<file path="src/rtl/toy_bus_pkg.sv">
// Shared ToyBusReq definitions: field widths, opcode values and the packed request payload.
package toy_bus_pkg;

    localparam int unsigned AW     = 32;
    localparam int unsigned DW     = 32;
    localparam int unsigned STRB_W = DW / 8;
    localparam int unsigned IDW    = 4;

    localparam logic OP_RD = 1'b0;
    localparam logic OP_WR = 1'b1;

    typedef struct packed {
        logic [AW-1:0]     addr;
        logic [STRB_W-1:0] strb;
        logic [DW-1:0]     data;
        logic              opcode;
        logic [IDW-1:0]    src_id;
        logic [IDW-1:0]    tgt_id;
    } toy_bus_req_t;

endpackage

</file>
<file path="src/rtl/toy_bus_arb_rr_req_slice_if.sv">
// N-input request bundle plus the single merged output port of the round-robin slice.
interface toy_bus_arb_rr_req_slice_if #(
    parameter int unsigned N_IN = 2
);
    import toy_bus_pkg::*;

    localparam int unsigned PW = $clog2(N_IN);

    logic [N_IN-1:0]        in_vld;
    logic [N_IN-1:0]        in_rdy;
    logic [N_IN*AW-1:0]     in_addr;
    logic [N_IN*STRB_W-1:0] in_strb;
    logic [N_IN*DW-1:0]     in_data;
    logic [N_IN-1:0]        in_opcode;
    logic [N_IN*IDW-1:0]    in_src_id;
    logic [N_IN*IDW-1:0]    in_tgt_id;

    logic                   out_vld;
    logic                   out_rdy;
    logic [AW-1:0]          out_addr;
    logic [STRB_W-1:0]      out_strb;
    logic [DW-1:0]          out_data;
    logic                   out_opcode;
    logic [IDW-1:0]         out_src_id;
    logic [IDW-1:0]         out_tgt_id;
    logic [PW-1:0]          grant_idx;

    // Requesters and downstream consumer
    modport master (
        output in_vld, in_addr, in_strb, in_data, in_opcode, in_src_id, in_tgt_id, out_rdy,
        input  in_rdy, out_vld, out_addr, out_strb, out_data, out_opcode, out_src_id,
               out_tgt_id, grant_idx
    );

    // Arbiter side
    modport slave (
        input  in_vld, in_addr, in_strb, in_data, in_opcode, in_src_id, in_tgt_id, out_rdy,
        output in_rdy, out_vld, out_addr, out_strb, out_data, out_opcode, out_src_id,
               out_tgt_id, grant_idx
    );

endinterface

</file>
<file path="src/rtl/toy_bus_rr_pick.sv">
// Combinational round-robin pick: rotate valids by ptr, take lowest set bit, rotate index back.
module toy_bus_rr_pick #(
    parameter int unsigned N_IN = 2
) (
    input  logic [N_IN-1:0]         vld,
    input  logic [$clog2(N_IN)-1:0] ptr,
    output logic [$clog2(N_IN)-1:0] gnt_idx,
    output logic                    any
);

    localparam int unsigned PW = $clog2(N_IN);
    localparam int unsigned SW = PW + 1;

    logic [2*N_IN-2:0] dbl;
    logic [N_IN-1:0]   rot;
    logic [SW-1:0]     pos;
    logic [SW-1:0]     sum;

    always_comb begin
        dbl = {vld[N_IN-2:0], vld};
        rot = dbl[ptr +: N_IN];
        pos = '0;
        // Scan downward so the lowest rotated position wins
        for (int i = int'(N_IN) - 1; i >= 0; i--) begin
            if (rot[i]) pos = SW'(i);
        end
        sum     = SW'(ptr) + pos;
        gnt_idx = (sum >= SW'(N_IN)) ? PW'(sum - SW'(N_IN)) : PW'(sum);
    end

    assign any = |vld;

endmodule

</file>
<file path="src/rtl/toy_bus_arb_rr_req_slice.sv">
// N-to-1 round-robin merge of ToyBusReq beats into a registered forward output slice.
module toy_bus_arb_rr_req_slice
    import toy_bus_pkg::*;
#(
    parameter int unsigned N_IN = 2
) (
    input  logic                        clk,
    input  logic                        rst_n,
    toy_bus_arb_rr_req_slice_if.slave   bus
);

    localparam int unsigned PW = $clog2(N_IN);

    logic [PW-1:0] rr_ptr;
    logic [PW-1:0] gnt;
    logic [PW-1:0] rr_ptr_nxt;
    logic [PW-1:0] grant_q;
    logic          any_req;
    logic          load_ok;
    logic          hs;
    logic          out_vld_q;
    toy_bus_req_t  req_sel;
    toy_bus_req_t  out_q;

    toy_bus_rr_pick #(.N_IN(N_IN)) u_pick (
        .vld     (bus.in_vld),
        .ptr     (rr_ptr),
        .gnt_idx (gnt),
        .any     (any_req)
    );

    // Reset gating keeps every in_rdy low while rst_n is asserted
    assign load_ok    = !out_vld_q || bus.out_rdy;
    assign hs         = rst_n && load_ok && any_req;
    assign rr_ptr_nxt = (gnt == PW'(N_IN - 1)) ? '0 : gnt + PW'(1);

    always_comb begin
        bus.in_rdy = '0;
        if (hs) bus.in_rdy[gnt] = 1'b1;
    end

    // Granted input's payload, unpacked from the flat per-field buses
    always_comb begin
        req_sel.addr   = bus.in_addr  [int'(gnt)*AW     +: AW];
        req_sel.strb   = bus.in_strb  [int'(gnt)*STRB_W +: STRB_W];
        req_sel.data   = bus.in_data  [int'(gnt)*DW     +: DW];
        req_sel.opcode = bus.in_opcode[gnt];
        req_sel.src_id = bus.in_src_id[int'(gnt)*IDW    +: IDW];
        req_sel.tgt_id = bus.in_tgt_id[int'(gnt)*IDW    +: IDW];
    end

    // A handshake overrides a same-cycle pop, so the new beat replaces the old without a bubble
    always_ff @(posedge clk or negedge rst_n) begin
        if (!rst_n) begin
            out_vld_q <= 1'b0;
            out_q     <= '0;
            grant_q   <= '0;
            rr_ptr    <= '0;
        end else if (hs) begin
            out_vld_q <= 1'b1;
            out_q     <= req_sel;
            grant_q   <= gnt;
            rr_ptr    <= rr_ptr_nxt;
        end else if (out_vld_q && bus.out_rdy) begin
            out_vld_q <= 1'b0;
        end
    end

    assign bus.out_vld    = out_vld_q;
    assign bus.out_addr   = out_q.addr;
    assign bus.out_strb   = out_q.strb;
    assign bus.out_data   = out_q.data;
    assign bus.out_opcode = out_q.opcode;
    assign bus.out_src_id = out_q.src_id;
    assign bus.out_tgt_id = out_q.tgt_id;
    assign bus.grant_idx  = grant_q;

endmodule
</file>
<file path="src/flat_wrapper.sv">
// flat-port wrapper written by rule: the top's interface ports become plain ports
module toy_bus_arb_rr_req_slice_flat import toy_bus_pkg::*;
#(
    parameter int unsigned N_IN = 2
)
  (clk, rst_n, bus_in_vld, bus_in_addr, bus_in_strb, bus_in_data, bus_in_opcode, bus_in_src_id, bus_in_tgt_id, bus_out_rdy, bus_in_rdy, bus_out_vld, bus_out_addr, bus_out_strb, bus_out_data, bus_out_opcode, bus_out_src_id, bus_out_tgt_id, bus_grant_idx);
  toy_bus_arb_rr_req_slice_if #(.N_IN(N_IN)) bus_i ();
  input  logic clk;
  input  logic rst_n;
  input wire logic [$bits(bus_i.in_vld)-1:0] bus_in_vld;
  input wire logic [$bits(bus_i.in_addr)-1:0] bus_in_addr;
  input wire logic [$bits(bus_i.in_strb)-1:0] bus_in_strb;
  input wire logic [$bits(bus_i.in_data)-1:0] bus_in_data;
  input wire logic [$bits(bus_i.in_opcode)-1:0] bus_in_opcode;
  input wire logic [$bits(bus_i.in_src_id)-1:0] bus_in_src_id;
  input wire logic [$bits(bus_i.in_tgt_id)-1:0] bus_in_tgt_id;
  input wire logic [$bits(bus_i.out_rdy)-1:0] bus_out_rdy;
  output wire logic [$bits(bus_i.in_rdy)-1:0] bus_in_rdy;
  output wire logic [$bits(bus_i.out_vld)-1:0] bus_out_vld;
  output wire logic [$bits(bus_i.out_addr)-1:0] bus_out_addr;
  output wire logic [$bits(bus_i.out_strb)-1:0] bus_out_strb;
  output wire logic [$bits(bus_i.out_data)-1:0] bus_out_data;
  output wire logic [$bits(bus_i.out_opcode)-1:0] bus_out_opcode;
  output wire logic [$bits(bus_i.out_src_id)-1:0] bus_out_src_id;
  output wire logic [$bits(bus_i.out_tgt_id)-1:0] bus_out_tgt_id;
  output wire logic [$bits(bus_i.grant_idx)-1:0] bus_grant_idx;
  assign bus_i.in_vld = bus_in_vld;
  assign bus_i.in_addr = bus_in_addr;
  assign bus_i.in_strb = bus_in_strb;
  assign bus_i.in_data = bus_in_data;
  assign bus_i.in_opcode = bus_in_opcode;
  assign bus_i.in_src_id = bus_in_src_id;
  assign bus_i.in_tgt_id = bus_in_tgt_id;
  assign bus_i.out_rdy = bus_out_rdy;
  assign bus_in_rdy = bus_i.in_rdy;
  assign bus_out_vld = bus_i.out_vld;
  assign bus_out_addr = bus_i.out_addr;
  assign bus_out_strb = bus_i.out_strb;
  assign bus_out_data = bus_i.out_data;
  assign bus_out_opcode = bus_i.out_opcode;
  assign bus_out_src_id = bus_i.out_src_id;
  assign bus_out_tgt_id = bus_i.out_tgt_id;
  assign bus_grant_idx = bus_i.grant_idx;
  toy_bus_arb_rr_req_slice #(.N_IN(N_IN)) u_core (.clk(clk), .rst_n(rst_n), .bus(bus_i));
endmodule
</file>
<file path="config.mk">
export PLATFORM = sky130hd
export DESIGN_NAME = toy_bus_arb_rr_req_slice_flat
export DESIGN_NICKNAME = d
export VERILOG_FILES = /design/src/rtl/toy_bus_pkg.sv /design/src/rtl/toy_bus_arb_rr_req_slice_if.sv /design/src/rtl/toy_bus_rr_pick.sv /design/src/rtl/toy_bus_arb_rr_req_slice.sv /design/src/flat_wrapper.sv
export SDC_FILE = /design/constraint.sdc
export NUM_CORES = 1
export LEC_CHECK = 0
export CAP_MARGIN = 30
export CORE_UTILIZATION = 37
export DETAILED_ROUTE_END_ITERATION = 10
export GPL_TIMING_DRIVEN = 0
export PLACE_DENSITY = 0.8
export RECOVER_POWER = 100
export SLEW_MARGIN = 20
export SYNTH_ARGS = -nofsm -noshare
export SYNTH_HDL_FRONTEND = slang
export SYNTH_SLANG_ARGS = --single-unit
</file>
<file path="constraint.sdc">
create_clock -name clk -period 2.7 [get_ports clk]
set_clock_uncertainty 0.15 [all_clocks]
set_input_delay 0.81 -clock clk [delete_from_list [all_inputs] [get_ports clk]]
set_output_delay 0.81 -clock clk [all_outputs]
set_load 0.01 [all_outputs]
</file>
==> flow_metrics.tcl <==
set metrics [dict create \
    status "finished clean" \
    worstReg2RegStart "u_core.bus.out_vld" \
    worst_skew_pair.late_latency_ns 0.35 \
    cts.root.buffer_cell "clkbuf_8" \
    seqCellArea_sq_um 2002 \
    htreeDepth 3 \
    antenna_found_initial 1 \
    port_buffers 239 \
    cts_sinks 80 \
    fin_ws_ns 0.06168 \
    highest_cell_delay_on_the_worst_timing_path_ns 0.29 \
    vias 4162 \
    cp-start-kind "input port" \
    layout.cells.most_common "clkdlybuf4s50_1" \
    dpl.hpwl_mm 10.33 \
    drt-wirelength-per-cell_um 18.52 \
    cp_cell_sequence "dlygate4sd2_1 -> nand2b_4 -> o2111a_1 -> clkbuf_16 -> buf_6" \
    worstHoldPathType "in2async" \
    gp_routability_congestion 0.8218 \
    dr.pass1.iters 5 \
    post_synth_inst_count 368 \
    place.detailed.instances 741 \
    final_min_period_ns 2.638 \
    final-setup-viol-count 0 \
    tightest_slew_ns 1.071 \
    floorplan.die.height_um 103.7 \
    final_util_pct 67.17 \
    p_total_uw 3937 \
    route.final.wire_length_mm 14.07 \
    final_layout_size_suffix_gt1_share_pct 5.272 \
    rsz0062_at_grt "no" \
    drv_slew 0 \
    drt_first_iter_violations 205 \
    fillerInstances 832 \
    fin_crit_sh_pct 97.72 \
    ys_seq_elements 80 \
    cts.path.max_buffers 2 \
    synth.lib_cells_used.distinct 15 \
    initial_utilization_pct 38.61 \
    num_rows 36 \
    fmaxAchievable_ghz 0.3790 \
    coreArea_sq_um 9910 \
    r2r_setup_slack_ns 0.69 \
    numCtsBuffers 9 \
    worst_rel_slew_slack_pct 28.63 \
    layout.nets 780 \
    area_used_by_multi_input_combinational_logic_sq_um 1326 \
    mostFrequentLayoutCells "clkdlybuf4s50_1 (154), dfrtp_1 (80), a31oi_1 (79), dlygate4sd3_1 (79), inv_1 (78)" \
    synthesis.nets 527 \
    timing.reg2reg.worst_path_depth 6 \
    die_area_sq_um 10750 \
    grt_start_max_net_pins 50 \
    floorplan.die.width_um 103.7 \
    detailedPlace.worstSlack_ns -1.427 \
    io-pin-count 240 \
    area.growth.synth_to_final_pct 73.97 \
    worstPathRequired_ns 1.74 \
    synth-seq-area-share_pct 52.32 \
    power_per_cell_area_nw_per_um2 591.4 \
    worst_path_max_delay_cell "o2111a_1" \
    critPathMaxFanout 4 \
    vdd.ir_drop.worst_uv 309.1 \
    vias_per_cell 5.476 \
    power_leakage_uw 0.002954 \
    critPathArrivalTime_ns 1.68 \
    globalRoute.totalOverflow 0 \
    yosys_warnings 0 \
    maxCapViolations 0 \
    grt_first_pass_wirelength_mm 22.14 \
    post_layout_nonfiller_instances 760 \
    drc 0 \
    worstSetupPathType "in2out" \
    regToRegEndpoint "u_core.bus.out_data[14]" \
    clock_tree_from_tritoncts "yes" \
    crit_path_end_kind "output port" \
    hold_violations 0 \
    detail-route-antenna-nets 0 \
    holdBufCountCts 0 \
    vias_in_the_first_global_route 4328 \
    clk_transition_reported_paths_ns 0.08 \
    postSynthAreaPerCell_sq_um 10.40 \
    grt.total_usage_pct 26.17 \
    syn_area_sq_um 3826 \
]
[flip-flops by register name (all words and copies together) (netlist names)]
signal	cells
u_core.bus.out_strb	4
u_core.bus.out_data	32
u_core.rr_ptr	1
u_core.bus.out_tgt_id	4
u_core.bus.out_src_id	4
u_core.bus.out_opcode	1
u_core.bus.grant_idx	1
u_core.bus.out_vld	1
u_core.bus.out_addr	32
[critical path: cells and delay by family]
family          cells  cell delay (ns)
compound gates      1             0.29
buf+inv             3             0.45
simple gates        1             0.13
[power by group]
part	switching, uW	leakage [uW]	total [uW]	internal, uW
registers	126	0.000983	1560	1430
logic	611	0.00187	1410	800
clock network	443	0.000104	965	522
total	1180	0.00295	3940	2760
[timing repair]
item	CTS	global route
setup buffers	5	1
endpoints found under the setup margin	5	1
hold endpoints to repair	0	0
gates resized for setup	22	1
pin swaps	1	0
[how the worst max path moves through the flow]
stage / start / endpoint / slack [ns] / cells past startpoint
after detailed placement: rst_n / bus_in_rdy[1] / -1.43 / 6
after CTS: rst_n / bus_in_rdy[1] / 0.01 / 5
after floorplan: bus_out_rdy / bus_in_rdy[1] / 0.11 / 5
final: bus_out_rdy / bus_in_rdy[1] / 0.06 / 5
after global routing: bus_out_rdy / bus_in_rdy[1] / 0.004 / 5
after global placement: rst_n / bus_in_rdy[1] / -4.33 / 6
[cell usage after synthesis, drive strengths merged]
cell,count,share of area (%)
nand2b,1,0.36
a221o,77,20
nor2,2,0.20
inv,78,7.7
dfrtp,80,52
nand2,3,0.29
or2,1,0.16
o2111a,1,0.29
buf,9,1.8
a31oi,79,13
clkbuf,36,3.6
and4,1,0.29
[cells by family after synthesis]
family | Yosys count | synth area share (%)
buf+inv | 123 | 13.01
simple gates | 8 | 1.308
flops | 80 | 52.32
compound gates | 157 | 33.36
[routing by layer]
layer  vias up  wire (um)  global-route usage [%]
met4         0        445                   11.22
met3        32        989                   7.111
li1       1905          -                       -
met5         -          0                       0
met2       201       7085                   45.21
met1      2024       5552                   30.51
[layout make-up]
| cell class | instances | share of cell area, % |
|---|---|---|
| inverters | 78 | 4.399 |
| diodes | 1 | 0.03759 |
| flip-flops and latches | 80 | 30.08 |
| well taps | 133 | 2.500 |
| clock buffers | 11 | 1.974 |
| plain buffers | 41 | 3.139 |
| repair buffers | 246 | 36.73 |
| clock inverters | 5 | 1.222 |
| multi-input cells | 165 | 19.92 |
[per-stage QoR]
step           instance area [sq um]  TNS (ns)  hold slack, ns
3_5_place_dp                    6402    -26.28          0.3450
6_report                        6656         0          0.1464
5_1_grt                         6656         0          0.1503
4_1_cts                         6668         0          0.2000
2_1_floorplan                   3826         0          0.3346
3_3_place_gp                    6385   -435.47          0.3291
(Power assumes the default switching activity.)
